## src/rtl/mac_tx.sv

```systemverilog
// Ethernet MAC transmit framer. Takes a byte stream starting at the
// destination address, wraps it with preamble and SFD, pads short frames,
// appends the CRC-32 FCS and enforces the inter-packet gap on the MII/GMII
// side. Upstream underruns abort the frame with a single txer cycle.
//
// Handshake: a byte moves from upstream on a rising edge where in_valid and
// out_ready are both high. out_ready depends only on the current state (high
// in DATA), never on in_valid, so the upstream side may drive in_valid from
// out_ready without forming a combinational loop. In_valid low in DATA is an
// underrun, not a stall.
module mac_tx #(
    parameter int MIN_PAYLOAD = 60,
    parameter int IPG         = 12
) (
    input  logic       clk,
    input  logic       rst_n,
    input  logic       in_valid,
    input  logic [7:0] in_data,
    input  logic       in_last,
    output logic       out_ready,
    output logic       out_txen,
    output logic [7:0] out_txd,
    output logic       out_txer,
    output logic       out_busy
);

    typedef enum logic [2:0] {
        ST_IDLE,
        ST_PRE,
        ST_SFD,
        ST_DATA,
        ST_PAD,
        ST_FCS,
        ST_IPG
    } state_t;

    localparam logic [31:0] CRC_INIT = 32'hFFFF_FFFF;
    localparam logic [31:0] CRC_POLY = 32'hEDB8_8320;
    localparam logic [10:0] CNT_MAX  = 11'd2047;
    localparam logic [10:0] MIN_CNT  = 11'(MIN_PAYLOAD);
    localparam logic [15:0] IPG_LAST = 16'(IPG - 1);
    // The IDLE->PRE edge already emits the first preamble byte, so PRE
    // itself only covers the remaining six.
    localparam logic [15:0] PRE_LAST = 16'd5;

    state_t      state, state_nxt;
    logic [15:0] phase_cnt, phase_nxt;   // PRE / FCS / IPG cycle counter
    logic [10:0] byte_cnt, byte_cnt_nxt; // saturating DA..pad byte count
    logic [10:0] cnt_inc;
    logic [31:0] crc, crc_nxt;
    logic        txen_nxt;
    logic [7:0]  txd_nxt;
    logic        txer_nxt;

    // One reflected CRC-32 step per transmitted byte, LSB first.
    function automatic logic [31:0] crc_byte(input logic [31:0] c_in,
                                             input logic [7:0]  d);
        logic [31:0] c;
        c = c_in;
        for (int i = 0; i < 8; i++) begin
            if (c[0] ^ d[i]) c = (c >> 1) ^ CRC_POLY;
            else             c = c >> 1;
        end
        return c;
    endfunction

    assign out_ready = (state == ST_DATA);
    assign out_busy  = (state != ST_IDLE);

    // Next-state and next-output decode; outputs are registered with the state.
    always_comb begin
        state_nxt    = state;
        phase_nxt    = phase_cnt;
        byte_cnt_nxt = byte_cnt;
        crc_nxt      = crc;
        txen_nxt     = 1'b0;
        txd_nxt      = 8'h00;
        txer_nxt     = 1'b0;
        cnt_inc      = (byte_cnt == CNT_MAX) ? byte_cnt : byte_cnt + 11'd1;
        unique case (state)
            ST_IDLE: begin
                if (in_valid) begin
                    state_nxt    = ST_PRE;
                    phase_nxt    = '0;
                    byte_cnt_nxt = '0;
                    crc_nxt      = CRC_INIT;
                    txen_nxt     = 1'b1;
                    txd_nxt      = 8'h55;
                end
            end
            ST_PRE: begin
                txen_nxt = 1'b1;
                txd_nxt  = 8'h55;
                if (phase_cnt == PRE_LAST) state_nxt = ST_SFD;
                else                       phase_nxt = phase_cnt + 16'd1;
            end
            ST_SFD: begin
                txen_nxt  = 1'b1;
                txd_nxt   = 8'hD5;
                state_nxt = ST_DATA;
            end
            ST_DATA: begin
                txen_nxt  = 1'b1;
                phase_nxt = '0;
                if (in_valid) begin
                    txd_nxt      = in_data;
                    crc_nxt      = crc_byte(crc, in_data);
                    byte_cnt_nxt = cnt_inc;
                    if (in_last) state_nxt = (cnt_inc < MIN_CNT) ? ST_PAD : ST_FCS;
                end else begin
                    // Underrun: poison the frame on the wire, skip the FCS.
                    txer_nxt  = 1'b1;
                    state_nxt = ST_IPG;
                end
            end
            ST_PAD: begin
                txen_nxt     = 1'b1;
                crc_nxt      = crc_byte(crc, 8'h00);
                byte_cnt_nxt = cnt_inc;
                phase_nxt    = '0;
                if (cnt_inc >= MIN_CNT) state_nxt = ST_FCS;
            end
            ST_FCS: begin
                txen_nxt = 1'b1;
                unique case (phase_cnt[1:0])
                    2'd0: txd_nxt = ~crc[7:0];
                    2'd1: txd_nxt = ~crc[15:8];
                    2'd2: txd_nxt = ~crc[23:16];
                    default: txd_nxt = ~crc[31:24];
                endcase
                if (phase_cnt[1:0] == 2'd3) begin
                    state_nxt = ST_IPG;
                    phase_nxt = '0;
                end else begin
                    phase_nxt = phase_cnt + 16'd1;
                end
            end
            ST_IPG: begin
                if (phase_cnt == IPG_LAST) state_nxt = ST_IDLE;
                else                       phase_nxt = phase_cnt + 16'd1;
            end
            default: state_nxt = ST_IDLE;
        endcase
    end

    // State, counters, CRC and PHY outputs; reset truncates any frame.
    always_ff @(posedge clk or negedge rst_n) begin
        if (!rst_n) begin
            state     <= ST_IDLE;
            phase_cnt <= '0;
            byte_cnt  <= '0;
            crc       <= CRC_INIT;
            out_txen  <= 1'b0;
            out_txd   <= 8'h00;
            out_txer  <= 1'b0;
        end else begin
            state     <= state_nxt;
            phase_cnt <= phase_nxt;
            byte_cnt  <= byte_cnt_nxt;
            crc       <= crc_nxt;
            out_txen  <= txen_nxt;
            out_txd   <= txd_nxt;
            out_txer  <= txer_nxt;
        end
    end

endmodule

```

## config.mk

```make
export PLATFORM = sky130hd
export DESIGN_NAME = mac_tx
export DESIGN_NICKNAME = d
export VERILOG_FILES = /design/src/rtl/mac_tx.sv
export SDC_FILE = /design/constraint.sdc
export NUM_CORES = 1
export LEC_CHECK = 0
export ABC_AREA = 1
export CORE_ASPECT_RATIO = 1.5
export CORE_UTILIZATION = 60
export DETAILED_ROUTE_END_ITERATION = 7
export HOLD_SLACK_MARGIN = 0.15
export PLACE_DENSITY = 0.86
export SYNTH_ARGS = -nofsm -noshare
export SYNTH_HDL_FRONTEND = slang
export SYNTH_SLANG_ARGS = --single-unit
```

## constraint.sdc

```tcl
create_clock -name clk -period 2.86 [get_ports clk]
set_input_delay 0.286 -clock clk [delete_from_list [all_inputs] [get_ports clk]]
set_output_delay 0.286 -clock clk [all_outputs]
set_load 0.05 [all_outputs]
```

==> results of run 1 <==
[worst min-delay path, delay by kind of cell, from the launching register on]
family | cells | cell delay [ns]
flip-flops | 1 | 0.39
AO/OA/AOI/OAI | 1 | 0.06
buffers and inverters | 1 | 0.06
[kinds of logic after synthesis]
family | after synthesis | share of synthesized area [%]
XOR/XNOR | 102 | 17.2
buffers and inverters | 135 | 9.58
AND/OR/NAND/NOR | 348 | 25.5
flip-flops | 72 | 30.5
AO/OA/AOI/OAI | 163 | 16.0
adder cells (fa/ha/maj) | 6 | 1.24
[metal layers]
layer	wire [um]	vias to the layer above	GRT usage [%]	part of all wire [%]
li1	-	2723	-	-
met5	0	-	0	0
met1	6590	2732	39.5	37
met3	1310	106	7.26	7.3
met2	8730	317	59.8	49
met4	1280	0	27.1	7.2
[per-stage QoR]
stage / hold slack, ns / std cells / worst slack (ns) / power (mW) / utilization, %
2_1_floorplan: -0.00959 / 826 / 1.10 / 5.70 / -
3_3_place_gp: 0.473 / 949 / 0.536 / 6.72 / 65.1
3_5_place_dp: 0.494 / 949 / 0.515 / 6.91 / 65.1
4_1_cts: 0.504 / 966 / 0.563 / 8.11 / 68.4
5_1_grt: 0.516 / 966 / 0.439 / 8.80 / 68.4
6_report: 0.510 / 966 / 0.556 / 8.25 / 68.4
[report_power, final]
part           internal, mW  switching, mW  total [mW]  leakage (nW)
registers              1.48          0.479        1.96         0.872
clock network         0.744          0.436        1.18         0.156
logic                  1.80           3.31        5.12          1.93
[worst max path at each step]
stage	from	to	slack (ns)
2_1_floorplan	crc[3]$_DFFE_PN1P_	crc[17]$_DFFE_PN1P_	1.10
4_1_cts	state[0]$_DFFE_PN0P_	out_busy	0.56
3_3_place_gp	in_data[0]	crc[2]$_DFFE_PN1P_	0.54
3_5_place_dp	in_data[0]	crc[14]$_DFFE_PN1P_	0.51
5_1_grt	crc[2]$_DFFE_PN1P_	crc[15]$_DFFE_PN1P_	0.44
6_report	state[0]$_DFFE_PN0P_	out_busy	0.56
[flip-flops by register name, summed over array words and instances (netlist names)]
register / flops
crc: 32
out_txer: 1
out_txen: 1
state: 3
phase_cnt: 16
out_txd: 8
byte_cnt: 11
[area by class of cell]
class	count	area [um^2]	area share [%]
Tap cell	115	144	2.16
Multi-Input combinational cell	619	3620	54.4
Timing Repair Buffer	36	338	5.07
Clock buffer	13	270	4.05
Inverter	108	408	6.12
Sequential cell	72	1840	27.6
Clock inverter	3	40.0	0.601
[cell usage in the layout, fill, tap and decap left out, drive strengths merged, types with 3 or more instances in the layout]
cell,count
xnor2,37
a211oi,3
clkbuf,13
a22oi,5
nand4,8
ha,6
a31oi,7
clkdlybuf4s50,21
inv,108
a21oi,42
dfstp,32
xor2,65
o211ai,8
o21ai,62
nor4,3
o221ai,6
nand2,189
nand3,49
or2,8
a32oi,9
o22ai,14
nor2,84
buf,14
dfrtp,40
nor3,5
==> metrics.cfg, run 1 <==
[route]
wl_um = 17900
antenna_left = 0
avgViaCountPerCell = 6.08
drt_iter0_markers = 743
vias = 5878
route.detailed.drc = 1
wl_per_cell_um = 18.5
firstDrtPassIters = 8

[global_route]
grt.overflow.total = 0
grt_max_degree = 73
grt_pass1_wl_um = 29200
antenna_found_initial = 0
grt_use_total_pct = 35.7
grt_pass1_vias = 5960

[sta]
drv_slew = 0
tns_ns = 0
rsz0062_at_grt = no
hold_viol_final = 0
worstMarginPinSlew_ns = 0.959
layout_worst_path_cycle_share_pct = 80.5
fmax_mhz = 434
maxSlewHeadroom_pct = 36.1
finClkSkew_ns = 0.00594
period_minus_slack_ns = 2.30
setup_violations = 0

[die]
die_w_um = 84.0
fp.dieArea_um2 = 10500
ios = 24
row_count = 44
die_height_um = 125
initial_utilization_pct = 62.0
core_area_um2 = 9740

[clock_tree]
cts-hold-fix-buffers = 1
insertion_delay_ns = 0.34
cts_tree = built
cts.sinks = 72
h-tree-depth = 3
clkTransAtPathRegs_ns = 0.06
cts_buffers = 9
clk_path_buf_depth = 2
cts_setup_buffers = 0
cts_root_buf = clkbuf_16
cts_resized = 0

[synthesis]
ys_ff_latch = 72
synth_cell_types = 50
syn-cell-area_um2 = 6050
synth_most_common_cell = nand2_1
ys.flop_type = dfrtp_1
synth_top_area_share_pct = 16.6
synthCells = 826
ys_warn_count = 0
synth_enable_flop_cells = 0
avgSynthCellArea_um2 = 7.32
ys_top_cells_by_area = dfrtp_1 17%, dfstp_2 14%, nand2_1 11%
synthTopCellsByCount = 175 x nand2_1, 98 x inv_1, 74 x nor2_1
synth_nets = 844
synth_top_area_cell = dfrtp_1
async_reset_ff_share_pct = 100
ys_seq_area_share_pct = 30.5

[worst_setup_path]
worst_r2r_path_depth = 13
rrSetupSlack_ns = 0.66
crit_slowest_cell = clkdlybuf4s50_1
worstSetupPathType = flip-flop to primary output
cpMostUsedCell = inv_1
required_ns = 2.57
cp.depth = 5
r2r-end = crc[23]$_DFFE_PN1P_
path_delay_family = buffers and inverters
crit_chain = inv_1 > nand2_1 > nor2_1 > inv_1 > clkdlybuf4s50_1
crit_buf_inv = 3
cp-start-kind = flip-flop
cp_slowest_stage_delay_ns = 0.70
critPathMaxFanout = 6
cp.arrival_ns = 2.02
cp-end-kind = primary output
r2r-start = crc[1]$_DFFE_PN1P_

[run_status]
violations = design-rule violations
status = finished with violations

[layout]
drive_gt1_share_pct = 13.7
diodes = 0
fin_area_um2 = 6670
nets = 864
nFillCells = 803
syn2layout_area_growth_pct = 10.3

[place]
place.gp.congestion = 0.964
numPortBuffers = 23
dpl-instance-area_um2 = 6350
dp_hpwl_um = 13100

[min_path]
worstHoldPathType = flip-flop to flip-flop
min-delay-start = crc[9]$_DFFE_PN1P_
min_delay_path_depth = 2
whs_endpoint = crc[9]$_DFFE_PN1P_

[power]
p_leak_nw = 2.95
p_per_area_nw_per_um2 = 1240
vdd_drop_max_mv = 0.661

[job]
cap_violations = 0

(Power assumes the default switching activity.)
==> run 2, diff against run 1 <==
CORE_UTILIZATION = 56   (was 60)
PLACE_DENSITY = 0.84   (was 0.86)
clock period = 1.9 ns   (was 2.86 ns; I/O delays follow)
==> run 2 against run 1 <==
Critical endpoint is now crc[23]$_DFFE_PN1P_. The run ends with negative setup slack left. Cell area is 22% higher. First-iteration DRC count is 24% lower. Highest routed layer unchanged. Flip-flop and latch count stayed put.
==> metrics.cfg, run 2 (synthesized netlist as in run 1, its figures left out) <==
[run_status]
status = finished with violations  ; unchanged
violations = negative setup slack  ; was design-rule violations

[layout]
largest_reg_flops = 32  ; unchanged
drive_gt1_share_pct = 31.7  ; was 13.7%
reg_top3 = crc: 32 flops, phase_cnt: 16 flops, byte_cnt: 11 flops  ; unchanged
fin_cells = 1104  ; was 966
fin_area_um2 = 8110  ; was 6670 um^2
layout_common_cells = 156 x nand2_1, 105 x buf_4, 91 x inv_1, 63 x nor2_1, 47 x o21ai_0  ; was 175 x nand2_1, 98 x inv_1, 74 x nor2_1, 57 x o21ai_0, 56 x xor2_1
final_common_cell = nand2_1  ; unchanged
nets = 973  ; was 864
top_register = crc  ; unchanged
diodes = 0  ; unchanged
syn2layout_area_growth_pct = 34.1  ; was 10.3%

[place]
numPlacedInstances = 1053  ; was 949
numPortBuffers = 23  ; unchanged
dp_hpwl_um = 14100  ; was 13,100 um
dpl-instance-area_um2 = 6990  ; was 6350 um^2
place.gp.congestion = 0.991  ; was 0.964

[clock_tree]
clk_path_buf_depth = 2  ; unchanged
h-tree-depth = 3  ; unchanged
cts.sinks = 72  ; unchanged
cts_tree = built  ; unchanged
clkTransAtPathRegs_ns = 0.06  ; about the same
cts_root_buf = clkbuf_16  ; unchanged
insertion_delay_ns = 0.35  ; was 0.34 ns
cts_buffers = 9  ; unchanged

[worst_setup_path]
r2r-end = crc[23]$_DFFE_PN1P_  ; unchanged
cp-end-kind = flip-flop  ; was primary output
rrSetupSlack_ns = -0.16  ; was 0.66 ns
required_ns = 2.18  ; was 2.57 ns
worstSetupPathType = flip-flop to flip-flop  ; was flip-flop to primary output
critical_path.startpoint = crc[0]$_DFFE_PN1P_  ; was state[0]$_DFFE_PN0P_
cp-endpoint = crc[23]$_DFFE_PN1P_  ; was out_busy
cp-start-kind = flip-flop  ; unchanged
r2r-start = crc[0]$_DFFE_PN1P_  ; was crc[1]$_DFFE_PN1P_
worst_r2r_path_depth = 12  ; was 13
critPathMaxFanout = 6  ; unchanged
cp.arrival_ns = 2.34  ; was 2.02 ns

[sta]
worstMarginPinSlew_ns = 0.510  ; was 0.959 ns
maxSlewHeadroom_pct = 65.9  ; was 36.1%
hold_viol_final = 0  ; unchanged
layout_setup_ws_ns = -0.160  ; was 0.556 ns
period_minus_slack_ns = 2.06
layout_worst_path_cycle_share_pct = 108
whs_ns = 0.290  ; was 0.510 ns
finClkSkew_ns = 0.00718  ; was 0.00594 ns
tns_ns = -0.425  ; was 0 ns
setup_violations = 12  ; was 0
rsz0062_at_grt = yes  ; was no
drv_slew = 0  ; unchanged
fmax_mhz = 485

[route]
avgViaCountPerCell = 5.99  ; was 6.08
wl_per_cell_um = 19.5  ; was 18.5 um
antenna_left = 0  ; unchanged
vias = 6614  ; was 5,878
route.detailed.drc = 0  ; was 1
wl_um = 21500  ; was 17,900 um
firstDrtPassIters = 6  ; was 8
drt_iter0_markers = 567  ; was 743

[die]
ios = 24  ; unchanged
die_w_um = 86.8  ; was 84.0 um
fp.dieArea_um2 = 11200  ; was 10,500 um^2
initial_utilization_pct = 57.4  ; was 62.0%
row_count = 46  ; was 44
die_height_um = 129  ; was 125 um
core_area_um2 = 10500  ; was 9740 um^2

[global_route]
grt.overflow.total = 0  ; unchanged
grt_pass1_wl_um = 29500  ; was 29,200 um
grt_pass1_vias = 5977  ; was 5,960
grt_use_total_pct = 35.2  ; was 35.7%
grt_max_degree = 50  ; was 73
antenna_found_initial = 0  ; unchanged

[power]
vdd_drop_max_mv = 1.19  ; was 0.661 mV
p_leak_nw = 3.64  ; was 2.95 nW
p_per_area_nw_per_um2 = 1920  ; was 1240 nW/um^2

[job]
cap_violations = 0  ; unchanged

[min_path]
worstHoldPathType = input port to async pin  ; was flip-flop to flip-flop

-- run 2: changes by cell type in the layout (fill, tap and decap cells not counted), sizes merged --
cell,before,now
clkinvlp,0,2
inv,108,105
clkbuf,13,11
clkdlybuf4s50,21,20
buf,14,124
clkinv,2,5
-- run 2: layout make-up --
cell class	instances	area (um^2)
fillers	664	2430
inverters	108	419
repair buffers	145	1280
flip-flops and latches	72	1840
multi-input cells	619	4090
well taps	144	180
clock buffers	11	243
clock inverters	5	56.3
-- run 2: power breakdown --
part | internal, mW | leakage, nW | switching (mW) | total [mW]
combinational | 4.56 | 2.63 | 6.45 | 11.0
sequential | 2.22 | 0.869 | 0.569 | 2.79
clock | 1.05 | 0.145 | 0.700 | 1.75
-- run 2: how the worst min path moves through the flow --
stage / start / end / depth (start not counted)
global placement: rst_n / out_txd[5]$_DFF_PN0_ / 1
finish: rst_n / out_txd[5]$_DFF_PN0_ / 2
detailed placement: rst_n / out_txd[5]$_DFF_PN0_ / 1
floorplan: rst_n / byte_cnt[0]$_DFFE_PN0P_ / 0
global route: rst_n / out_txd[5]$_DFF_PN0_ / 2
CTS: rst_n / out_txd[5]$_DFF_PN0_ / 2
-- run 2: stage by stage --
stage	power, mW	utilization [%]	setup WS, ns
2_1_floorplan	8.58	-	0.136
3_3_place_gp	11.3	66.4	-0.167
3_5_place_dp	11.4	66.4	-0.197
4_1_cts	13.3	69.7	-0.0492
5_1_grt	16.3	77.0	-0.136
6_report	15.6	77.0	-0.160
-- run 2: per-layer routing --
metal  GRT usage, %  part of all wire, %
met1           39.6                   34
met2           59.1                   49
met3           6.05                  8.8
met4           26.8                  7.7
met5              0                    0
-- run 2: what timing repair did --
item                       CTS  global route
gates resized for setup      9           116
hold buffers                 1             0
setup endpoints to repair   10            37
buffers inserted             0            35
hold endpoints to repair    48             0
pin swaps                    1            44
-- run 2: worst max-delay path, stage by stage (launching register included) --
cell and delay [ns]:
dfstp_2 0.59, nand2_2 0.08, nand2_4 0.13, clkinv_4 0.09, nand2_8 0.09, nand2_8 0.08, buf_8 0.16, xnor2_1 0.24
nand2_1 0.10, nand3_1 0.13, nand3_2 0.10, nor2_2 0.15, nor2_1 0.05
